===== src/rtl/det_divider.sv =====
// det_divider: signed fixed-point divider, one restoring radix-2 step per cycle.
//   Computes trunc_toward_zero((dividend << FRAC_BITS) / divisor) on unsigned
//   DOUT_W-bit magnitudes, then applies the XOR of the operand signs.
//   Each operand channel is buffered by a single-entry register.
//
// Ports
//   clk, rst_n                 clock (rising edge), async active-low reset
//   s_axis_dividend_t*         dividend stream; tready = buffer empty (advisory)
//   s_axis_divisor_t*          divisor stream;  tready = buffer empty (advisory)
//   m_axis_dout_tdata          signed quotient, FRAC_BITS fractional bits
//   m_axis_dout_tvalid         one-cycle result strobe, no backpressure
//   m_axis_dout_tuser          divide-by-zero flag, qualified by tvalid
//   overflow                   sticky: an operand was dropped on a full buffer
//
// DOUT_W must equal DIVIDEND_W + FRAC_BITS and be at least DIVISOR_W.
module det_divider #(
  parameter int DIVIDEND_W = 32,
  parameter int DIVISOR_W  = 32,
  parameter int DOUT_W     = 48,
  parameter int FRAC_BITS  = 16
) (
  input  logic                  clk,
  input  logic                  rst_n,
  input  logic [DIVIDEND_W-1:0] s_axis_dividend_tdata,
  input  logic                  s_axis_dividend_tvalid,
  output logic                  s_axis_dividend_tready,
  input  logic [DIVISOR_W-1:0]  s_axis_divisor_tdata,
  input  logic                  s_axis_divisor_tvalid,
  output logic                  s_axis_divisor_tready,
  output logic [DOUT_W-1:0]     m_axis_dout_tdata,
  output logic                  m_axis_dout_tvalid,
  output logic                  m_axis_dout_tuser,
  output logic                  overflow
);

  localparam int CNT_W = $clog2(DOUT_W);

  typedef enum logic [1:0] {S_IDLE, S_ITER, S_SIGN} state_t;

  state_t                  state;
  logic [DIVIDEND_W-1:0]   dvd_buf;
  logic                    dvd_full;
  logic [DIVISOR_W-1:0]    dvs_buf;
  logic                    dvs_full;

  logic [DOUT_W-1:0]       quo;      // numerator shifts out the top, quotient bits shift in
  logic [DIVISOR_W-1:0]    rem;      // remainder < |divisor| <= 2^(DIVISOR_W-1)
  logic [DOUT_W-1:0]       dvs_mag_r;
  logic                    res_neg;
  logic                    dvd_neg_r;
  logic                    div_zero;
  logic [CNT_W-1:0]        cnt;

  logic                    load;
  logic                    dvd_drop, dvs_drop;
  logic                    dvd_neg, dvs_neg;
  logic [DIVIDEND_W-1:0]   dvd_mag;
  logic [DIVISOR_W-1:0]    dvs_mag;
  logic [DIVISOR_W:0]      rem_sh;
  logic                    rem_ge;

  assign load = (state == S_IDLE) && dvd_full && dvs_full;

  // A sample landing on the load edge refills the buffer being emptied,
  // so only a full buffer that is not being loaded drops.
  assign dvd_drop = s_axis_dividend_tvalid && dvd_full && !load;
  assign dvs_drop = s_axis_divisor_tvalid  && dvs_full && !load;

  assign s_axis_dividend_tready = !dvd_full;
  assign s_axis_divisor_tready  = !dvs_full;

  // Unsigned magnitudes: -2^(W-1) maps to 2^(W-1), which still fits W bits.
  assign dvd_neg = dvd_buf[DIVIDEND_W-1];
  assign dvs_neg = dvs_buf[DIVISOR_W-1];
  assign dvd_mag = dvd_neg ? (~dvd_buf + 1'b1) : dvd_buf;
  assign dvs_mag = dvs_neg ? (~dvs_buf + 1'b1) : dvs_buf;

  assign rem_sh = {rem, quo[DOUT_W-1]};
  assign rem_ge = ({{(DOUT_W-DIVISOR_W){1'b0}}, rem_sh} >= {1'b0, dvs_mag_r});

  // Operand buffers and sticky overflow
  always_ff @(posedge clk or negedge rst_n) begin
    if (!rst_n) begin
      dvd_buf  <= '0;
      dvd_full <= 1'b0;
      dvs_buf  <= '0;
      dvs_full <= 1'b0;
      overflow <= 1'b0;
    end else begin
      if (s_axis_dividend_tvalid && !dvd_drop) begin
        dvd_buf  <= s_axis_dividend_tdata;
        dvd_full <= 1'b1;
      end else if (load) begin
        dvd_full <= 1'b0;
      end
      if (s_axis_divisor_tvalid && !dvs_drop) begin
        dvs_buf  <= s_axis_divisor_tdata;
        dvs_full <= 1'b1;
      end else if (load) begin
        dvs_full <= 1'b0;
      end
      if (dvd_drop || dvs_drop) overflow <= 1'b1;
    end
  end

  // Division engine
  always_ff @(posedge clk or negedge rst_n) begin
    if (!rst_n) begin
      state              <= S_IDLE;
      quo                <= '0;
      rem                <= '0;
      dvs_mag_r          <= '0;
      res_neg            <= 1'b0;
      dvd_neg_r          <= 1'b0;
      div_zero           <= 1'b0;
      cnt                <= '0;
      m_axis_dout_tdata  <= '0;
      m_axis_dout_tvalid <= 1'b0;
      m_axis_dout_tuser  <= 1'b0;
    end else begin
      m_axis_dout_tvalid <= 1'b0;
      case (state)
        S_IDLE: begin
          if (load) begin
            quo       <= {dvd_mag, {FRAC_BITS{1'b0}}};
            rem       <= '0;
            dvs_mag_r <= DOUT_W'(dvs_mag);
            res_neg   <= dvd_neg ^ dvs_neg;
            dvd_neg_r <= dvd_neg;
            div_zero  <= (dvs_buf == '0);
            cnt       <= '0;
            state     <= S_ITER;
          end
        end
        S_ITER: begin
          rem <= rem_ge ? DIVISOR_W'(rem_sh - {1'b0, dvs_mag_r[DIVISOR_W-1:0]})
                        : rem_sh[DIVISOR_W-1:0];
          quo <= {quo[DOUT_W-2:0], rem_ge};
          cnt <= cnt + 1'b1;
          if (cnt == CNT_W'(DOUT_W-1)) state <= S_SIGN;
        end
        S_SIGN: begin
          // Divide-by-zero saturates toward the dividend's sign
          if (div_zero)
            m_axis_dout_tdata <= dvd_neg_r ? {1'b1, {(DOUT_W-1){1'b0}}}
                                           : {1'b0, {(DOUT_W-1){1'b1}}};
          else
            m_axis_dout_tdata <= res_neg ? (~quo + 1'b1) : quo;
          m_axis_dout_tuser  <= div_zero;
          m_axis_dout_tvalid <= 1'b1;
          state              <= S_IDLE;
        end
        default: state <= S_IDLE;
      endcase
    end
  end

endmodule

===== config.mk =====
export PLATFORM = sky130hd
export DESIGN_NAME = det_divider
export DESIGN_NICKNAME = d
export VERILOG_FILES = /design/src/rtl/det_divider.sv
export SDC_FILE = /design/constraint.sdc
export NUM_CORES = 1
export LEC_CHECK = 0
export ABC_AREA = 1
export CAP_MARGIN = 20
export CORE_ASPECT_RATIO = 0.8
export CORE_UTILIZATION = 55
export DETAILED_ROUTE_END_ITERATION = 6
export HOLD_SLACK_MARGIN = 0.03
export MAX_ROUTING_LAYER = met4
export PLACE_DENSITY_LB_ADDON = 0.08
export SLEW_MARGIN = 15
export SYNTH_ARGS = -nofsm -noshare
export SYNTH_HDL_FRONTEND = slang
export SYNTH_SLANG_ARGS = --single-unit

===== constraint.sdc =====
create_clock -name clk -period 4.5 [get_ports clk]
set_clock_uncertainty 0.1 [all_clocks]
set_input_delay 1.125 -clock clk [delete_from_list [all_inputs] [get_ports clk]]
set_output_delay 1.125 -clock clk [all_outputs]
set_load 0.01 [all_outputs]

==> results of run 1 <==
per-stage QoR:
stage	power (mW)	instance area, um2	std cells	hold slack [ps]
final	5.49	17800	2698	389
after global routing	5.70	17800	2698	416
after CTS	5.49	17800	2698	390
after detailed placement	3.19	16800	2649	375
after global placement	3.16	16800	2649	366
after floorplan	2.89	15400	2224	349
layout by cell type, fill, tap and decap left out, types with 5 or more instances in the layout:
master | Yosys | final
nand2_1 | 639 | 637
inv_1 | 279 | 279
nor2_1 | 265 | 262
dfrtp_1 | 240 | 240
nand3_1 | 189 | 189
a21oi_1 | 129 | 129
clkdlybuf4s50_1 | 0 | 119
o21ai_0 | 71 | 71
nand4_1 | 39 | 39
ha_1 | 36 | 36
nand3b_1 | 35 | 35
o22ai_1 | 33 | 33
xor2_1 | 32 | 32
nor3_1 | 30 | 30
clkbuf_16 | 0 | 27
o211ai_1 | 19 | 19
xnor2_1 | 16 | 16
buf_4 | 1 | 16
o221ai_1 | 13 | 13
o21bai_1 | 12 | 12
mux2_2 | 11 | 11
nor2_2 | 6 | 8
nand2_2 | 6 | 8
nor4_1 | 7 | 7
inv_2 | 7 | 7
o31ai_1 | 5 | 5
clkinv_2 | 0 | 5
worst paths after layout:
kind | from | end | slack, ps | depth (start not counted)
hold / removal | dvs_mag_r[9]$_DFFE_PN0P_ | dvs_mag_r[9]$_DFFE_PN0P_ | 390 | 2
setup reg to reg | dvs_mag_r[18]$_DFFE_PN0P_ | rem[29]$_DFFE_PN0P_ | 1590 | 15
setup / recovery | dvs_mag_r[18]$_DFFE_PN0P_ | rem[29]$_DFFE_PN0P_ | 1590 | 15
min in group asynchronous | rst_n | rem[16]$_DFFE_PN0P_ | 540 | 1
max in group asynchronous | rst_n | dvs_buf[5]$_DFFE_PN0P_ | 2780 | 2
hold reg to reg | dvs_mag_r[9]$_DFFE_PN0P_ | dvs_mag_r[9]$_DFFE_PN0P_ | 390 | 2
cells by family after synthesis:
family,Yosys count,share of synthesized area
compound gates,295,0.111
xor+xnor,48,0.0274
fa+ha+maj,37,0.0306
buf+inv,364,0.0923
flops,240,0.391
mux,11,0.00806
simple gates,1229,0.340
cells in the mapped netlist, types with 7 or more instances:
master    count
a21oi_1     129
buf_1        14
buf_2        20
clkbuf_1     38
dfrtp_1     240
ha_1         36
inv_1       279
inv_2         7
mux2_2       11
nand2_1     639
nand3_1     189
nand3b_1     35
nand4_1      39
nor2_1      265
nor3_1       30
nor4_1        7
o211ai_1     19
o21ai_0      71
o21bai_1     12
o221ai_1     13
o22ai_1      33
xnor2_1      16
xor2_1       32
flip-flops by register name, summed over array words and instances, names as in the netlist:
name,flops
dvs_full,1
dvd_neg_r,1
cnt,6
m_axis_dout_tuser,1
m_axis_dout_tdata,48
dvs_mag_r,32
quo,48
state,2
div_zero,1
dvd_full,1
rem,32
overflow,1
dvd_buf,32
dvs_buf,32
m_axis_dout_tvalid,1
res_neg,1
cell type report:
| class | count | area share |
|---|---|---|
| multi-input combinational | 1620 | 0.448 |
| tap | 364 | 0.0256 |
| sequential | 240 | 0.338 |
| timing repair buffer | 137 | 0.0757 |
| clock inverter | 17 | 0.0107 |
| clock buffer | 32 | 0.0413 |
| inverter | 288 | 0.0608 |
tightest hold or removal path: cells and delay by family (launching register included):
kind	cells	cell delay, ps
and+or+nand+nor	1	60
DFF	1	340
AOI/OAI and AO/OA	1	60
layer usage:
| layer | track usage | vias to the layer above | part of all wire |
|---|---|---|---|
| li1 | - | 7369 | - |
| met1 | 0.549 | 7113 | 0.50 |
| met2 | 0.446 | 730 | 0.39 |
| met3 | 0.0509 | 42 | 0.099 |
| met4 | 0.0504 | 0 | 0.013 |
| met5 | - | - | 0 |
power by group through the flow:
| stage | clock, mW | sequential (mW) | combinational [mW] |
|---|---|---|---|
| 6_report | 2.32 | 2.43 | 0.740 |
| 5_1_grt | 2.43 | 2.44 | 0.827 |
| 4_1_cts | 2.34 | 2.42 | 0.730 |
| 3_5_place_dp | 0 | 2.46 | 0.725 |
| 3_3_place_gp | 0 | 2.45 | 0.707 |
| 2_1_floorplan | 0 | 2.42 | 0.467 |
==> impl_results.md, run 1 <==
- Drt drc: 0
- Maximum vdd ir drop: 335 uV
- Critical path startpoint category: register
- Fin. max-slew vios: 0
- Status: complete, no violations
- Pwr Density: 309 nW/um2
- Setup_tns: 0 ps
- Mapped Area: 15400 um2
- Starting Density: 0.562
- Register area: 6010 um2
- Port bufs: 120
- Multi-input gate area: 7960 um2
- Relative slew slack: 0.294
- Distinct cells, synth: 48
- Clock Latency Late Sink: 550 ps
- Sw Share: 0.290
- # diodes: 0
- Post-CTS Setup Repair Bufs: 0
- Crit path largest cell delay: 360 ps
- Core outline area: 27400 um2
- Global-route wire length before repair: 74.2 mm
- Max Root-Sink Buffers: 3
- Fin nets: 2419
- Max-cap violation count: 0
- CP arrival: 3250 ps
- Area grow syn2layout: 15.7%
- EDFF count, synth: 0
- FMAX: 344 MHz
- Initial antenna violation count: 0
- Post-CTS Hold Fix Bufs: 0
- Vias per cell: 5.65
- Clock power frac: 0.423
- TritonRoute pass-1 iters: 5
- DIE AREA: 28600 um2
- Comb pwr share: 0.135
- #FFs+latches synth: 240
- Routed WL: 47.0 mm
- GP Congestion: 1.01
- Crit path required time: 4840 ps
- DP HPWL: 34.5 mm
- Worst path top cell family by delay: simple AND/OR/NAND/NOR gates
- Clk root buf: clkbuf_16
- Setup CP Type: register to register
- I/O pins: 121
- Fraction of registers with async set/reset: 1.00
- CTS tree: yes
- Fin worst setup slack: 1590 ps
- Bufs and invs on worst path: 2
- Cell mode on critical path: nand2_1
- Iteration-0 DRC Markers: 1539
- Fin. Hold Viols: 0
- Largest area contributor in the netlist: dfrtp_1
- DR vias: 15254
- Post-route ant nets: 0
- Net Count, Synth: 2329
- CP max stage cell: dfrtp_1
- RSZ-0062 raised after global routing: no
- Slew @ Worst Pin: 1060 ps
- Top cells by area, synth: dfrtp_1 39%, nand2_1 16%, inv_1 6.8%, nor2_1 6.5%, nand3_1 6.2%
- Vias in the first global route: 13616
- Post-synthesis sequential area ratio: 0.391
- Chip height: 152 um
- Filler cells: 2452
- Clock transition at the registers of the reported paths: 60 ps
- Worst setup EP type: register
- GRT Residual Overflow: 0
- Post-layout utilization of the core: 0.650
- Post-Syn Area per Cell: 6.91 um2
- Post-route minimum period: 2910 ps
- Crit-path cells: inv_1 > ha_1 > nand2_1 > nor2_1 > nand2_1 > nor2_2 > nand2_1 > nand3_2 > a21oi_4 > buf_4 > nand2_4 > nand2_2 > nand2_1 > nand2_1 > nand2_1
- P_leak: 9.26 nW
- Site Rows: 54
- Crit Path Max Fanout: 33
- Post-synthesis cell count: 2224
- Sw Pwr: 1.59 mW
- Largest net degree at the start of global routing: 119
- # H-tree levels: 1
- Ys flop type: dfrtp_1
- CTS Buf Count: 27
- Area share of the largest cell type after synthesis: 0.391
- Internal Power: 3.90 mW
- Fin crit share: 0.646
- Gr usage total: 0.340
- Hold WC Path Type: register to register
- Horiz. Die Dim: 189 um
- Final Setup Violations: 0
- PostCTS Resize Cnt: 0
- Pre-CTS setup slack: 1560 ps
- Seq pwr share: 0.442
- Wire per inst: 17.4 um
- Layout cell share with drive strength beyond 1: 0.0488
- Yosys Warn Count: 0
- Sink Count: 240
Power figures use the tool's default switching activity.
==> inputs of run 2 (changes only) <==
clock period = 2.8 ns   (was 4.5 ns; I/O delays follow)
==> impl_results.md, run 2 (same netlist as run 1, synthesis figures left out) <==
- Status: complete, no violations
- Top flop regs: m_axis_dout_tdata x48, quo x48
- # H-tree levels: 1
- Drt drc: 0
- DIE AREA: 28600 um2
- Area grow syn2layout: 16.9%
- DP HPWL: 36.3 mm
- Most frequent cells in the layout: 637 x nand2_1, 279 x inv_1, 262 x nor2_1, 240 x dfrtp_1, 189 x nand3_1
- Largest net degree at the start of global routing: 65
- Register area: 6010 um2
- Post-layout utilization of the core: 0.656
- Met3 Usage GRT: 0.0896
- Sink Count: 240
- Horiz. Die Dim: 189 um
- Sw Pwr: 2.53 mW
- Reg2Reg Depth: 10
- Chip height: 152 um
- Wire per inst: 17.7 um
- DR vias: 15336
- Iteration-0 DRC Markers: 1554
- Crit Path Max Fanout: 17
- Fin crit share: 0.906
- RSZ-0062 raised after global routing: no
- Fin. Hold Viols: 0
- Starting Density: 0.562
- Fin nets: 2440
- CTS tree: yes
- Routed WL: 48.0 mm
- Hold WC Path Type: register to register
- Internal Power: 6.24 mW
- Critical path startpoint category: register
- Initial antenna violation count: 0
- Gr usage total: 0.349
- Pwr Density: 488 nW/um2
- Vias in the first global route: 13780
- PostCTS Resize Cnt: 0
- # diodes: 0
- Met1 Use GR: 0.540
- Seq pwr share: 0.445
- Port bufs: 120
- Site Rows: 54
- Min-delay src: dvs_mag_r[7]$_DFFE_PN0P_
- Routing usage on met2: 0.453
- Max-cap violation count: 0
- P_leak: 9.37 nW
- Clk root buf: clkbuf_16
- Multi-input gate area: 7960 um2
- Slew @ Worst Pin: 771 ps
- I/O pins: 121
- Setup_tns: 0 ps
- Final Setup Violations: 0
- Sw Share: 0.289
- Clock power frac: 0.418
- GP Congestion: 1.02
- Relative slew slack: 0.480
- Core outline area: 27400 um2
- Placed insts: 2669
- Post-route ant nets: 0
- Post-route minimum period: 2540 ps
- TritonRoute pass-1 iters: 6
- Commonest non-fill, non-tap cell in the layout: nand2_1
- FF-to-FF setup slack: 260 ps
- Reg-to-Reg End: rem[15]$_DFFE_PN0P_
- Comb pwr share: 0.137
- Clock transition at the registers of the reported paths: 60 ps
- Crit path required time: 3160 ps
- Worst hold path depth: 2
- Layout cell share with drive strength beyond 1: 0.0539
- GRT Residual Overflow: 0
- Max Root-Sink Buffers: 3
- Worst setup EP type: register
- CP arrival: 2890 ps
- Global-route wire length before repair: 75.5 mm
- WHS Endpoint: dvs_mag_r[7]$_DFFE_PN0P_
- FMAX: 394 MHz
- Final Non-Filler Cells: 2719
- Fin. max-slew vios: 0
- Filler cells: 2487
- Maximum vdd ir drop: 494 uV
- GRT Max-Usage Layer: met1
- Clock Latency Late Sink: 570 ps
- Setup CP Type: register to register
- Vias per cell: 5.64
- CTS Buf Count: 27
- Reg-to-Reg Start: rem[27]$_DFFE_PN0P_
==> run 2: cell types whose count changed in the layout (fill, tap and decap cells not counted), sizes merged <==
cell,change
clkinvlp,-2
clkbuf,+5
clkinv,-2
inv,-1
dlygate4sd3,+1
buf,+20
==> run 2: through the flow <==
step	power [mW]	setup slack, ps	area (um2)	hold WS [ps]
floorplan	4.64	760	15400	304
CTS	8.77	305	18000	382
global route	9.10	95.6	18000	410
finish	8.77	263	18000	385
detailed placement	5.13	337	17000	366
global placement	5.09	318	17000	366
==> run 2: power by group through the flow <==
stage / Sequential, mW / Clock (mW) / Combinational [mW]
after floorplan: 3.89 / 0 / 0.750
after global placement: 3.94 / 0 / 1.15
after detailed placement: 3.95 / 0 / 1.18
after CTS: 3.89 / 3.69 / 1.19
after global routing: 3.93 / 3.82 / 1.35
final: 3.90 / 3.66 / 1.20
==> run 2: area by class of cell <==
type,instances,area share
clock inverter,12,0.00934
sequential,240,0.334
timing repair buffer,158,0.0867
tap,364,0.0254
clock buffer,37,0.0408
multi-input combinational,1620,0.443
inverter,288,0.0602
==> run 2: timing repair <==
action / CTS / global route
hold buffers: 1 / 0
endpoints found under the setup margin: 0 / 0
hold endpoints to repair: 18 / 0
buffers inserted: 0 / 0
==> run 2: worst max-delay path, cell delays in order, from the launching register on <==
cell      delay (ps)
dfrtp_1          420
ha_1             390
a21oi_1          370
nand2_1          140
nand2_1          130
nand3_2          100
a21oi_4          200
buf_4            280
nand3b_1         120
nand3_1          110
nand2_1           50
==> run 2: how the worst max path moves through the flow <==
stage,from,end,depth (start not counted)
floorplan,rem[23]$_DFFE_PN0P_,rem[10]$_DFFE_PN0P_,12
CTS,rem[27]$_DFFE_PN0P_,rem[15]$_DFFE_PN0P_,10
finish,rem[27]$_DFFE_PN0P_,rem[15]$_DFFE_PN0P_,10
detailed placement,rem[27]$_DFFE_PN0P_,rem[15]$_DFFE_PN0P_,10
global route,rem[27]$_DFFE_PN0P_,rem[13]$_DFFE_PN0P_,11
global placement,rem[27]$_DFFE_PN0P_,rem[16]$_DFFE_PN0P_,10
==> run 2: routing by layer <==
metal  wire length [um]  vias to the layer above  part of all wire
met4                704                        0             0.015
met5                  0                        -                 0
met1              23600                     7149              0.49
li1                   -                     7407                 -
met3               5120                       63              0.11
met2              18600                      717              0.39
==> inputs of run 3 (changes only) <==
SKIP_CTS_REPAIR_TIMING = 1   (was not set)
==> results of run 3 <==
No change in the layout: final DEF, timing and power equal those of run 2.
